File: src/rtl/if_stage.sv
// Instruction fetch stage: owns the PC, fetches from imem, feeds the IF/ID register.
// Latency: one cycle from fetch accept to valid_id; one instruction per cycle sustained.
// Backpressure: stall_id holds IF/ID, one accepted word parks in a skid buffer, fetch pauses.
//
// Ports:
//   clock, reset_0            pipeline clock (rising edge), async active-low reset
//   stall_id                  decode cannot accept; IF/ID holds
//   flush, redirect_pc        EX redirect (branch/jump); target is word-aligned here
//   imem_addr/req/rdata/ready instruction memory fetch handshake (combinational response)
//   pc_if                     current fetch PC (same as imem_addr)
//   pc_id, instr_id, valid_id IF/ID pipeline register contents
module if_stage #(
    parameter logic [31:0] RESET_PC  = 32'h0000_0000,
    parameter logic [31:0] NOP_INSTR = 32'h0000_0000
) (
    input  logic        clock,
    input  logic        reset_0,
    input  logic        stall_id,
    input  logic        flush,
    input  logic [31:0] redirect_pc,
    output logic [31:0] imem_addr,
    output logic        imem_req,
    input  logic [31:0] imem_rdata,
    input  logic        imem_ready,
    output logic [31:0] pc_if,
    output logic [31:0] pc_id,
    output logic [31:0] instr_id,
    output logic        valid_id
);

    // HOLD means the skid buffer is occupied; no separate occupancy flag is kept.
    typedef enum logic {
        FETCH = 1'b0,
        HOLD  = 1'b1
    } state_t;

    state_t      state;
    state_t      state_nxt;
    logic [31:0] pc;
    logic [31:0] skid_pc;
    logic [31:0] skid_instr;
    logic        accept;

    // ------------------------------------------------------------------
    // State register
    // ------------------------------------------------------------------
    always_ff @(posedge clock or negedge reset_0) begin
        if (!reset_0) begin
            state <= FETCH;
        end else begin
            state <= state_nxt;
        end
    end

    // ------------------------------------------------------------------
    // Next-state logic
    // ------------------------------------------------------------------
    always_comb begin
        state_nxt = state;
        if (flush) begin
            state_nxt = FETCH;
        end else begin
            case (state)
                FETCH:   if (accept && stall_id) state_nxt = HOLD;
                HOLD:    if (!stall_id)          state_nxt = FETCH;
                default: state_nxt = FETCH;
            endcase
        end
    end

    // ------------------------------------------------------------------
    // Output logic
    // ------------------------------------------------------------------
    always_comb begin
        // Gated by reset_0 so no request escapes while reset is held low.
        imem_req = reset_0 && (state == FETCH);
        accept   = imem_req && imem_ready;
    end

    assign imem_addr = pc;
    assign pc_if     = pc;

    // ------------------------------------------------------------------
    // PC, IF/ID register and skid buffer
    // ------------------------------------------------------------------
    always_ff @(posedge clock or negedge reset_0) begin
        if (!reset_0) begin
            pc         <= RESET_PC;
            pc_id      <= 32'h0000_0000;
            instr_id   <= NOP_INSTR;
            valid_id   <= 1'b0;
            skid_pc    <= 32'h0000_0000;
            skid_instr <= NOP_INSTR;
        end else if (flush) begin
            // Redirect wins over stall and over any same-cycle memory response;
            // pc_id is left alone, only the valid/instr pair becomes a bubble.
            pc       <= redirect_pc & ~32'h0000_0003;
            instr_id <= NOP_INSTR;
            valid_id <= 1'b0;
        end else if (state == FETCH) begin
            if (accept) begin
                pc <= pc + 32'd4;
                if (stall_id) begin
                    skid_pc    <= pc;
                    skid_instr <= imem_rdata;
                end else begin
                    pc_id    <= pc;
                    instr_id <= imem_rdata;
                    valid_id <= 1'b1;
                end
            end else if (!stall_id) begin
                instr_id <= NOP_INSTR;
                valid_id <= 1'b0;
            end
        end else begin
            // HOLD: drain the parked word once decode frees up.
            if (!stall_id) begin
                pc_id    <= skid_pc;
                instr_id <= skid_instr;
                valid_id <= 1'b1;
            end
        end
    end

endmodule

File: config.mk
export PLATFORM = sky130hd
export DESIGN_NAME = if_stage
export DESIGN_NICKNAME = d
export VERILOG_FILES = /design/src/rtl/if_stage.sv
export SDC_FILE = /design/constraint.sdc
export NUM_CORES = 1
export LEC_CHECK = 0
export CAP_MARGIN = 20
export CORE_MARGIN = 2
export CORE_UTILIZATION = 49
export CTS_CLUSTER_DIAMETER = 150
export DETAILED_ROUTE_END_ITERATION = 10
export PLACE_DENSITY = 0.89
export SETUP_SLACK_MARGIN = 0.5
export SLEW_MARGIN = 15
export SYNTH_ARGS = -nofsm -noshare
export SYNTH_HDL_FRONTEND = slang
export SYNTH_SLANG_ARGS = --single-unit
File: constraint.sdc
create_clock -name clock -period 2.8 [get_ports clock]
set_input_delay 0.56 -clock clock [delete_from_list [all_inputs] [get_ports clock]]
set_output_delay 0.56 -clock clock [all_outputs]
set_load 0.01 [all_outputs]
== Word level (Yosys, flattened, before mapping) ==
Index checks and enable logic that the tools add are counted.
Operators by class
  shift operators: 0
  div/mod/pow operators: 0
  multiplexer cells: 22
  multipliers: 0
  reduce and logical (&&, ||, !) cells: 8
  add/sub/neg operators: 1
  equal/unequal tests: 5
  bitwise operators: 2
  order comparisons: 0
Operators by type and width (count)
  two-way mux 32 bit: 13
  adder 32 x 3 -> 32 bit (second input constant): 1
  two-way mux 1 bit: 8
  AND reduction 4 bit: 2
  inequality test 2 bit (second input constant): 3
  inequality test 4 x 1 -> 1 bit (second input constant): 1
  nonzero test 2 bit: 2
  logical AND 1 bit: 3
  inequality test 2 x 1 -> 1 bit (second input constant): 1
  inverter 1 bit: 2
  case mux 1 bit (2 select lines): 1
  AND reduction 2 bit: 1
Storage, ports and cells
  logic and storage cells: 45
  bits in latches: 0
  output and inout port bits: 130
  register bits after elaboration: 162
  bits of input ports: 69
  memory bits (writable): 0
  memories kept: 0
  memory bits (read-only): 0

== Logic depth before layout (Yosys ltp) ==
Gate-level depths: netlist (run 1).
  depth in word-level cells: 7
  mapped depth: 7
  mapped depth without buffers: 5

== Worst setup path after synthesis (run 1) ==
No wires, ideal clock.
  kind: input port to flip-flop
  start: in imem_ready
  end: reg skid_pc[11]
  buffers on the path: 3
  cell stages on the path: 6
  library setup time: 0.125 ns
  data required time: 2.675 ns
  arrival time: 1.963 ns
  slack: 0.712 ns
  cell sequence: and3b_1 > clkbuf_1 > nand2_1 > clkbuf_1 > buf_2 > mux2_2
On the way
  word-level cells in the longest chain between the ends: 2
RTL lines
  start, declared: line 24  | input logic imem_ready,
  logical AND 1 bit: line 77  | accept = imem_req && imem_ready;
  AND reduction 4 bit (no line)
  end signal, assigned: line 104  | skid_pc <= pc;
  end, declared: line 40  | logic [31:0] skid_pc;
Every way passes these cells.
A chain may end at the register's enable or synchronous reset.

== Worst setup path in the final report (run 1) ==
  start: reg pc[15] (netlist: imem_addr[15])
  end: reg pc[21] (netlist: imem_addr[21])
On the way
  word-level cells in the longest chain between the ends: 4
RTL lines
  start, declared: line 39  | logic [31:0] pc;
  start signal, assigned: line 97  | pc <= redirect_pc & ~32'h0000_0003;
  start signal, assigned: line 102  | pc <= pc + 32'd4;
  adder 32 x 3 -> 32 bit: line 102
  two-way mux 32 bit: line 101  | if (accept) begin
  two-way mux 32 bit: line 100  | end else if (state == FETCH) begin
  two-way mux 32 bit: line 94  | end else if (flush) begin
Every way passes these cells. The select of a mux whose other input is x is not followed.

==> summary.txt, run 1 <==
Status
  • Status: finished clean

Setup path
  • R2r worst-path depth: 5
  • Worst setup EP type: register
  • R2R setup slack: around 540 ps
  • CP Launch Type: register
  • Reg2reg end: imem_addr[21]
  • CP arrival: 2600 ps
  • Critical Path RT: between 3000 and 4000 ps
  • Start of the worst register-to-register path: imem_addr[15]
  • Crit path kind: register to register
  • CP max FO: 15

Routing
  • DR vias/cell: 5.72
  • Vias: 5820
  • Drt wl/cell: 18.6 um
  • Antenna-violating nets left: 0
  • Wire length after detailed routing: 18900 um
  • Drc violations: 0
  • DRT Pass-1 Iters: 5
  • Iter 0 DRT Violations: 458

STA
  • Final Setup Violations: 0
  • Worst-margin pin slew: 881 ps
  • Setup TNS: 0 ps
  • Fin crit period: 2260 ps
  • Final Hold Viols: 0
  • Slew Limit Fails: 0
  • RSZ-0062 raised after global routing: yes
  • Final period util: about four fifths
  • Max Freq: 443 MHz
  • Clock Skew: 6.64 ps
  • Relative slew slack: 41.3%

Clock network
  • TritonCTS clock tree: built
  • TritonCTS Buffers: 17
  • Clock root cell: clkbuf_16
  • H-tree depth: 4
  • Max clock buf depth: 2
  • CTS clk-pin slew, worst paths: 60 ps
  • Worst-skew pair later-pin latency: 420 ps
  • Clk sinks: ~160

Global routing
  • Vias in the first global route: around 5800
  • GRT Total Usage: between 20 and 25%
  • First-pass GRT wire length: ~31000 um
  • Pin count of the biggest net entering global routing: 153
  • Initial antenna violation count: 2
  • Remaining global-route overflow: 0

Final layout
  • Nets: between 800 and 900
  • Area grow syn2layout: 35.9%
  • Layout cell share with drive strength beyond 1: 15.5%
  • Fillers: roughly 1100
  • Most common cell after layout, fill and taps aside: clkdlybuf4s50_1
  • Commonest cells after routing, fill and taps aside: 187 x clkdlybuf4s50_1, 150 x dfrtp_1, 57 x mux2_2, 56 x nand2_1, 49 x o21ai_0

Power and ir drop
  • Peak supply drop: between 0.0004 and 0.0005 V
  • Leak: 0.00403 uW
  • Pwr dens: 681 nW/um^2
  • Total power: 6740 uW

Synthesis
  • Syn_area_per_cell: roughly 11 um^2
  • Async SR Flop Fraction: 100%
  • Number of synthesized register bits: 156
  • Yosys warning count: 0
  • Seq/Total Area, Yosys: 53.6%
  • Top_reg_cell synth: dfrtp_1
  • Synth cell types: between 40 and 50
  • EDFF count, synth: 0
  • Mapped Cells: 663
  • Synth Cell Area: about 7300 um^2

Floorplan
  • IO Pins: 199
  • Initial Utilization: 50.1%
  • Die Area: 15900 um^2
  • Core footprint: ~15000 um^2
  • # rows: between 40 and 50
  • Die height: 126 um
  • Chip width: 126 um

Placed design
  • Port bufs: 190
  • Final GP Congestion: 0.818
  • DP Wirelength: 12100 um

Hold path
  • Hold WC Path Type: input pin to async pin

Flow run
  • Maxcap violations: 0
-- power by group --
| group | switching (uW) | internal [uW] |
|---|---|---|
| combinational | 560 | 765 |
| sequential | 267 | 2640 |
| clock | 908 | 1600 |
| total | 1730 | 5010 |
-- worst max-delay path, cell delays in order (launching register included) --
cell	delay [ps]
dfrtp_2	450
nand4_2	190
or4_4	680
buf_4	200
or4_1	470
a31oi_1	180
-- worst max path at each step --
| stage | startpoint | endpoint | slack (ps) | cells past startpoint |
|---|---|---|---|---|
| final | imem_addr[15] | imem_addr[21] | 540 | 5 |
| after floorplan | imem_ready | skid_pc[11] | 710 | 6 |
| after global routing | imem_addr[15] | imem_addr[21] | 490 | 5 |
| after CTS | state | imem_req | 560 | 2 |
| after detailed placement | imem_ready | imem_addr[25] | 110 | 6 |
| after global placement | imem_ready | imem_addr[25] | 200 | 6 |
-- layout make-up --
| cell class | count | area [um^2] | area share, % |
|---|---|---|---|
| well taps | 184 | 230 | 2.33 |
| multi-input cells | 422 | 2930 | 29.6 |
| diodes | 1 | 2.50 | 0.0253 |
| repair buffers | 217 | 2150 | 21.8 |
| flip-flops and latches | 156 | 3910 | 39.6 |
| clock buffers | 21 | 450 | 4.55 |
| clock inverters | 11 | 191 | 1.93 |
| inverters | 6 | 22.5 | 0.228 |
-- sequential cells by signal, indices dropped and copies added, names as in the netlist --
name and count:
skid_instr 32, state 1, instr_id 32, pc_id 30, skid_pc 30, imem_addr 30
valid_id 1
-- timing repair --
item | CTS | global route
gates resized for setup | 4 | 6
cloned | 0 | 0
pin swaps | 1 | 2
endpoints found under the hold margin | 4 | 0
setup buffers | 1 | 6
endpoints found under the setup margin | 8 | 4
hold buffers | 1 | 0
-- per-stage QoR --
stage | area [um^2] | utilization [%] | worst slack (ps) | hold WS (ps) | instances
after global placement | 9160 | 63.0 | 202 | 365 | 977
after floorplan | 7300 | - | 712 | 264 | 668
after detailed placement | 9160 | 63.0 | 110 | 365 | 977
final | 9890 | 68.1 | 544 | 245 | 1018
after CTS | 9830 | 67.6 | 561 | 361 | 1011
after global routing | 9890 | 68.1 | 485 | 390 | 1018
-- logic make-up after synthesis --
group                      count (synthesis)  synth area share [%]
and+or+nand+nor                          200                  14.4
adders and majority gates                  1                 0.172
AOI/OAI and AO/OA                        118                  10.7
buffers and inverters                     90                  6.91
xor gates and xnor gates                   9                  1.08
DFF                                      156                  53.6
muxes                                     88                  13.1
other                                      1                0.0515
-- Yosys cell counts, types with 8 or more instances --
master	number	area, um^2
or3_1	9	56.3
nor2b_1	35	219
nor3_1	32	160
o21ai_0	49	245
or4_1	20	150
buf_4	36	270
a31oi_1	17	106
a221oi_1	32	280
o31ai_1	14	105
nand2_1	57	214
dfrtp_1	156	3900
clkbuf_1	34	128
nand3_1	8	40.0
nor2_1	21	78.8
mux2_2	57	642
mux2i_1	31	310
-- per-layer routing --
layer  up-vias  wire length [um]  track usage [%]
li1       2683                 -                -
met1      2884              8100             34.2
met2       216              9200             38.2
met3        37              1070             5.40
met4         0               555             10.3
met5         -                 0                0
Note: power is estimated with default switching activity, not from simulation.
==> run 2, diff against run 1 <==
Clock period 2.8 ns to 2.3 ns, I/O delays scaled along.
==> run 2 against run 1 <==
Effect of this change: worst hold slack got worse by 20 ps; routed wire length grew 9.9%; sequential cell count unchanged; count of clock-buffer cells in the layout is 3 higher; critical endpoint is now imem_addr[27]; clock power is 18% higher; first-iteration DRC count grew 11%; sequential share of layout area decreased by 1.5 points; largest cell class unchanged; highest routed layer unchanged.
==> summary.txt, run 2 (synthesized netlist as in run 1, its figures left out) <==
Status
  • Status: finished clean

Global routing
  • Vias in the first global route: 6173 (+6.1%)
  • GRT Total Usage: 26.3% (+1.5 points)
  • Pin count of the biggest net entering global routing: 84 (-45%)
  • First-pass GRT wire length: 33000 um (+5.7%)
  • Initial antenna violation count: 0 (-2)
  • Remaining global-route overflow: 0 (unchanged)

Setup path
  • R2R setup slack: 150 ps (-400 ps)
  • R2r worst-path depth: 6 (+1)
  • Critical Path RT: 2570 ps (-570 ps)
  • CP arrival: 2420 ps (-180 ps)
  • Start of the worst register-to-register path: state
  • CP Launch Type: register
  • Crit path kind: register to register
  • CP max FO: 7 (-8)
  • Worst setup EP type: register
  • Reg2reg end: imem_addr[27]

Power and ir drop
  • Leak: 0.00478 uW (+18%)
  • Pwr dens: 786 nW/um^2 (+15%)
  • Total power: 8110 uW (+20%)
  • Peak supply drop: 0.000493 V (+19%)

Floorplan
  • Chip width: 126 um (unchanged)
  • Die height: 126 um (unchanged)
  • Die Area: 15900 um^2 (unchanged)
  • Initial Utilization: 50.1% (unchanged)
  • IO Pins: 199 (unchanged)
  • # rows: 44 (unchanged)
  • Core footprint: 14500 um^2 (unchanged)

Final layout
  • Nets: 929 (+4.4%)
  • Register area: 3930 um^2 (+0.35%)
  • Area of the multi-input gates: 3060 um^2 (+4.5%)
  • Layout cell share with drive strength beyond 1: 23.1% (+7.6 points)
  • Area grow syn2layout: 41.8%
  • # diodes: 0 (-1)
  • Most common cell after layout, fill and taps aside: dfrtp_1
  • Largest registers: instr_id x32, skid_instr x32
  • Commonest cells after routing, fill and taps aside: 139 x dfrtp_1, 90 x clkdlybuf4s50_1, 68 x dlygate4sd2_1, 57 x mux2_2, 56 x nand2_1
  • Fillers: 1063 (-1.4%)

Routing
  • Wire length after detailed routing: 20800 um (+9.9%)
  • Drc violations: 0 (unchanged)
  • DRT Pass-1 Iters: 5 (unchanged)
  • Drt wl/cell: 19.7 um (+6.0%)
  • Antenna-violating nets left: 0 (unchanged)
  • DR vias/cell: 5.87 (+2.7%)
  • Vias: 6192 (+6.4%)
  • Iter 0 DRT Violations: 510 (+11%)

Clock network
  • CTS clk-pin slew, worst paths: 60 ps (about the same)
  • Worst-skew pair later-pin latency: 420 ps (about the same)
  • TritonCTS clock tree: built
  • H-tree depth: 4 (unchanged)
  • Hold Buf Count CTS: 0 (-1)
  • Clk sinks: 156 (unchanged)
  • Max clock buf depth: 2 (unchanged)
  • Clock root cell: clkbuf_16
  • TritonCTS Buffers: 17 (unchanged)

STA
  • Max Freq: 464 MHz (+4.8%)
  • Fin crit period: 2150 ps (-103 ps)
  • Relative slew slack: 38.7% (-2.5 points)
  • Slew Limit Fails: 0 (unchanged)
  • RSZ-0062 raised after global routing: yes
  • Final Hold Viols: 0 (unchanged)
  • Final period util: 93.6% (+13 points)
  • Final Hold Slack: 225 ps (-19.5 ps)
  • Final Setup Violations: 0 (unchanged)
  • Clock Skew: 8.65 ps (+2.01 ps)
  • Worst-margin pin slew: 919 ps (+37.9 ps)

Placed design
  • Final GP Congestion: 0.809 (-1.1%)
  • DP Wirelength: 12700 um (+4.5%)
  • Port bufs: 190 (unchanged)

Hold path
  • Hold WC Path Type: input pin to async pin

Flow run
  • Maxcap violations: 0 (unchanged)
-- run 2: metrics by stage --
stage / std cells / area (um^2) / utilization (%) / setup slack [ps] / TNS (ps)
finish: 1055 / 10300 / 71.0 / 146 / 0
global placement: 991 / 9290 / 63.9 / -173 / -1290
CTS: 1053 / 10100 / 69.8 / 228 / 0
detailed placement: 991 / 9290 / 63.9 / -248 / -1850
floorplan: 668 / 7360 / - / 355 / 0
global route: 1055 / 10300 / 71.0 / 135 / 0
-- run 2: worst max path at each step --
stage	from	to	depth (start not counted)
after CTS	state	imem_addr[25]	5
after global routing	state	imem_addr[27]	5
after floorplan	imem_addr[5]	imem_addr[30]	5
after detailed placement	imem_ready	imem_addr[15]	6
final	state	imem_addr[27]	6
after global placement	imem_ready	imem_addr[21]	6
-- run 2: final cells by class --
type                       count  area share (%)
inverter                       6           0.254
clock inverter                 7            1.33
tap                          184            2.23
multi-input combinational    422            29.7
clock buffer                  24            4.66
sequential                   156            38.0
timing repair buffer         256            23.8
-- run 2: repair_timing --
| item | in CTS | in global routing |
|---|---|---|
| cloned | 1 | 0 |
| pin swaps | 22 | 16 |
| resized for setup | 101 | 47 |
| buffers inserted | 30 | 2 |
| endpoints found under the hold margin | 0 | 0 |
| setup endpoints to repair | 99 | 96 |
-- run 2: report_power, final --
| part | internal [uW] | switching [uW] | leakage, uW |
|---|---|---|---|
| Clock | 1890 | 1070 | 0.000300 |
| Sequential | 3220 | 292 | 0.00190 |
| Combinational | 888 | 752 | 0.00258 |
| Total | 6000 | 2110 | 0.00478 |
-- run 2: critical path, cell delays in order (launching register included) --
cell      delay, ps
dfrtp_4         480
nand3b_1        210
or4_4           590
buf_8           170
buf_4           160
o31ai_1         250
a31oi_1         130
-- run 2: metal layers --
layer	GRT usage [%]	part of all wire, %	wire, um
met3	5.06	5.9	1230
met5	0	0	0
met4	11.7	4.1	843
met1	34.4	41	8530
met2	42.9	49	10200
==> run 3, diff against run 2 <==
--- a/config.mk
+++ b/config.mk
@@ -11,6 +11,5 @@
 export CTS_CLUSTER_DIAMETER = 150
 export DETAILED_ROUTE_END_ITERATION = 10
-export PLACE_DENSITY = 0.89
-export SETUP_SLACK_MARGIN = 0.5
+export PLACE_DENSITY = 0.81
 export SLEW_MARGIN = 15
 export SYNTH_ARGS = -nofsm -noshare
==> constraint.sdc (replaced) <==
create_clock -name clock -period 2.3 [get_ports clock]
set_input_delay 0.46 -clock clock [delete_from_list [all_inputs] [get_ports clock]]
set_output_delay 0.46 -clock clock [all_outputs]
set_load 0.005 [all_outputs]
==> run 3 against run 2 <==
Effect of this change: fmax is 0.76% lower; via count shrank 4.1%; critical path depth decreased by 1; cell area shrank 2.9%; count of clock-buffer cells in the layout is the same; core utilization decreased by 2.1 points; non-clock buffer count fell by 19; clock skew decreased by 1.6 ps; sequential cell count is the same; critical endpoint is now imem_addr[25]; largest power group unchanged; highest routed layer is now met5.
==> summary.txt, run 3 (synthesized netlist as in run 1, its figures left out) <==
Placed design
  • Inst Count DP: 1004 (+1.3%)
  • Port bufs: 190 (unchanged)
  • Final GP Congestion: 0.804 (-0.56%)
  • DP Wirelength: 12900 um (+2.1%)
  • Cell Area, Placed: 9350 um^2 (+0.69%)

Routing
  • Iter 0 DRT Violations: 405 (-21%)
  • DR vias/cell: 5.73 (-2.3%)
  • DRT Pass-1 Iters: 5 (unchanged)
  • Antenna-violating nets left: 0 (unchanged)
  • Wire length after detailed routing: 19200 um (-7.8%)
  • Vias: 5941 (-4.1%)
  • Drt wl/cell: 18.5 um (-6.1%)
  • Drc violations: 0 (unchanged)

Setup path
  • Critical Path RT: 2650 ps (+80 ps)
  • CP max FO: 17 (+10)
  • Reg2reg end: imem_addr[25]
  • R2R setup slack: 130 ps (-20 ps)
  • R2r worst-path depth: 5 (-1)
  • CP arrival: 2520 ps (+100 ps)
  • CP Launch Type: register
  • Worst setup EP type: register
  • Start of the worst register-to-register path: state
  • CP Launch Point: state
  • Worst Setup EP: imem_addr[25]
  • Crit path kind: register to register

Floorplan
  • IO Pins: 199 (unchanged)
  • Initial Utilization: 50.1% (unchanged)
  • # rows: 44 (unchanged)
  • Die height: 126 um (unchanged)
  • Core footprint: 14500 um^2 (unchanged)
  • Die Area: 15900 um^2 (unchanged)
  • Chip width: 126 um (unchanged)

STA
  • Max Freq: 461 MHz (-0.76%)
  • Worst-margin pin slew: 735 ps (-185 ps)
  • Relative slew slack: 51.0% (+12 points)
  • Setup TNS: 0 ps (unchanged)
  • RSZ-0062 raised after global routing: no
  • Final Setup Violations: 0 (unchanged)
  • Final Hold Viols: 0 (unchanged)
  • Clock Skew: 7.10 ps (-1.55 ps)
  • Fin crit period: 2170 ps (+16.4 ps)
  • Final period util: 94.3% (+0.71 points)
  • Slew Limit Fails: 0 (unchanged)

Final layout
  • Design Area, Final: 10000 um^2 (-2.9%)
  • Fillers: 1045 (-1.7%)
  • Final core occ: 69.0% (-2.1 points)
  • Largest registers: instr_id x32, skid_instr x32
  • Nets: 910 (-2.0%)
  • Final std cells w/o fill: 1036 (-1.8%)
  • Area of the multi-input gates: 2920 um^2 (-4.9%)
  • Area grow syn2layout: 37.7%
  • Layout cell share with drive strength beyond 1: 16.2% (-6.9 points)
  • Commonest cells after routing, fill and taps aside: 186 x clkdlybuf4s50_1, 155 x dfrtp_1, 57 x mux2_2, 56 x nand2_1, 49 x o21ai_0
  • Register area: 3910 um^2 (-0.51%)
  • Most common cell after layout, fill and taps aside: clkdlybuf4s50_1
  • # diodes: 0 (unchanged)

Power and ir drop
  • Pwr dens: 822 nW/um^2 (+4.6%)
  • Leak: 0.00415 uW (-13%)
  • Peak supply drop: 0.000435 V (-12%)

Global routing
  • Initial antenna violation count: 1 (+1)
  • GRT Total Usage: 24.6% (-1.7 points)
  • Remaining global-route overflow: 0 (unchanged)
  • Vias in the first global route: 6093 (-1.3%)
  • Pin count of the biggest net entering global routing: 62 (-26%)
  • First-pass GRT wire length: 31200 um (-5.5%)

Clock network
  • Max clock buf depth: 2 (unchanged)
  • Clock root cell: clkbuf_16
  • Hold Buf Count CTS: 0 (unchanged)
  • CTS clk-pin slew, worst paths: 60 ps (about the same)
  • Clk sinks: 156 (unchanged)
  • TritonCTS Buffers: 17 (unchanged)
  • TritonCTS clock tree: built
  • Worst-skew pair later-pin latency: 420 ps (about the same)
  • H-tree depth: 4 (unchanged)

Flow run
  • Maxcap violations: 0 (unchanged)

Hold path
  • Hold WC Path Type: input pin to async pin

Status
  • Status: finished clean
## run 3: worst min path at each step
stage / start / to / slack, ps
finish: reset_0 / state / 10
global route: reset_0 / imem_addr[3] / 20
CTS: reset_0 / state / 3
detailed placement: reset_0 / state / 460
global placement: reset_0 / state / 450
floorplan: reset_0 / imem_addr[10] / 160
## run 3: power by group
part           switching (uW)  internal, uW  leakage [uW]
Combinational             619           949       0.00191
Sequential                297          3210       0.00192
Clock                    1070          2090      0.000318
Total                    1990          6250       0.00415
## run 3: repair_timing
action	CTS	global route
buffers inserted	0	1
setup endpoints to repair	1	3
resized for setup	1	2
pin swaps	0	1
## run 3: area by class of cell
cell class | count | share of cell area (%)
clock buffer | 24 | 4.70
clock inverter | 7 | 1.85
inverter | 6 | 0.225
multi-input combinational | 422 | 29.1
sequential | 156 | 39.0
tap | 184 | 2.30
timing repair buffer | 237 | 22.9
## run 3: per-stage QoR
step           setup WS [ps]  hold WS [ps]  power, uW
3_5_place_dp            -270           456       5120
6_report                 130          12.0       8240
3_3_place_gp            -208           453       5030
4_1_cts                 6.77          2.66       8290
5_1_grt                 19.2          21.1       8600
2_1_floorplan            263           164       4200
## run 3: worst max-delay path, cell delays in order, from the launching register on
cell and delay (ps):
dfrtp_4 490, nand3b_1 200, or4_1 530, buf_4 210
or4_1 470, a31oi_1 180
## run 3: routing by layer
metal | part of all wire, % | global-route usage (%) | up-vias
met3 | 7.2 | 6.71 | 23
met4 | 1.3 | 7.95 | 2
met2 | 51 | 41.1 | 210
met5 | 0.083 | 0 | -
li1 | - | - | 2718
met1 | 41 | 31.4 | 2988
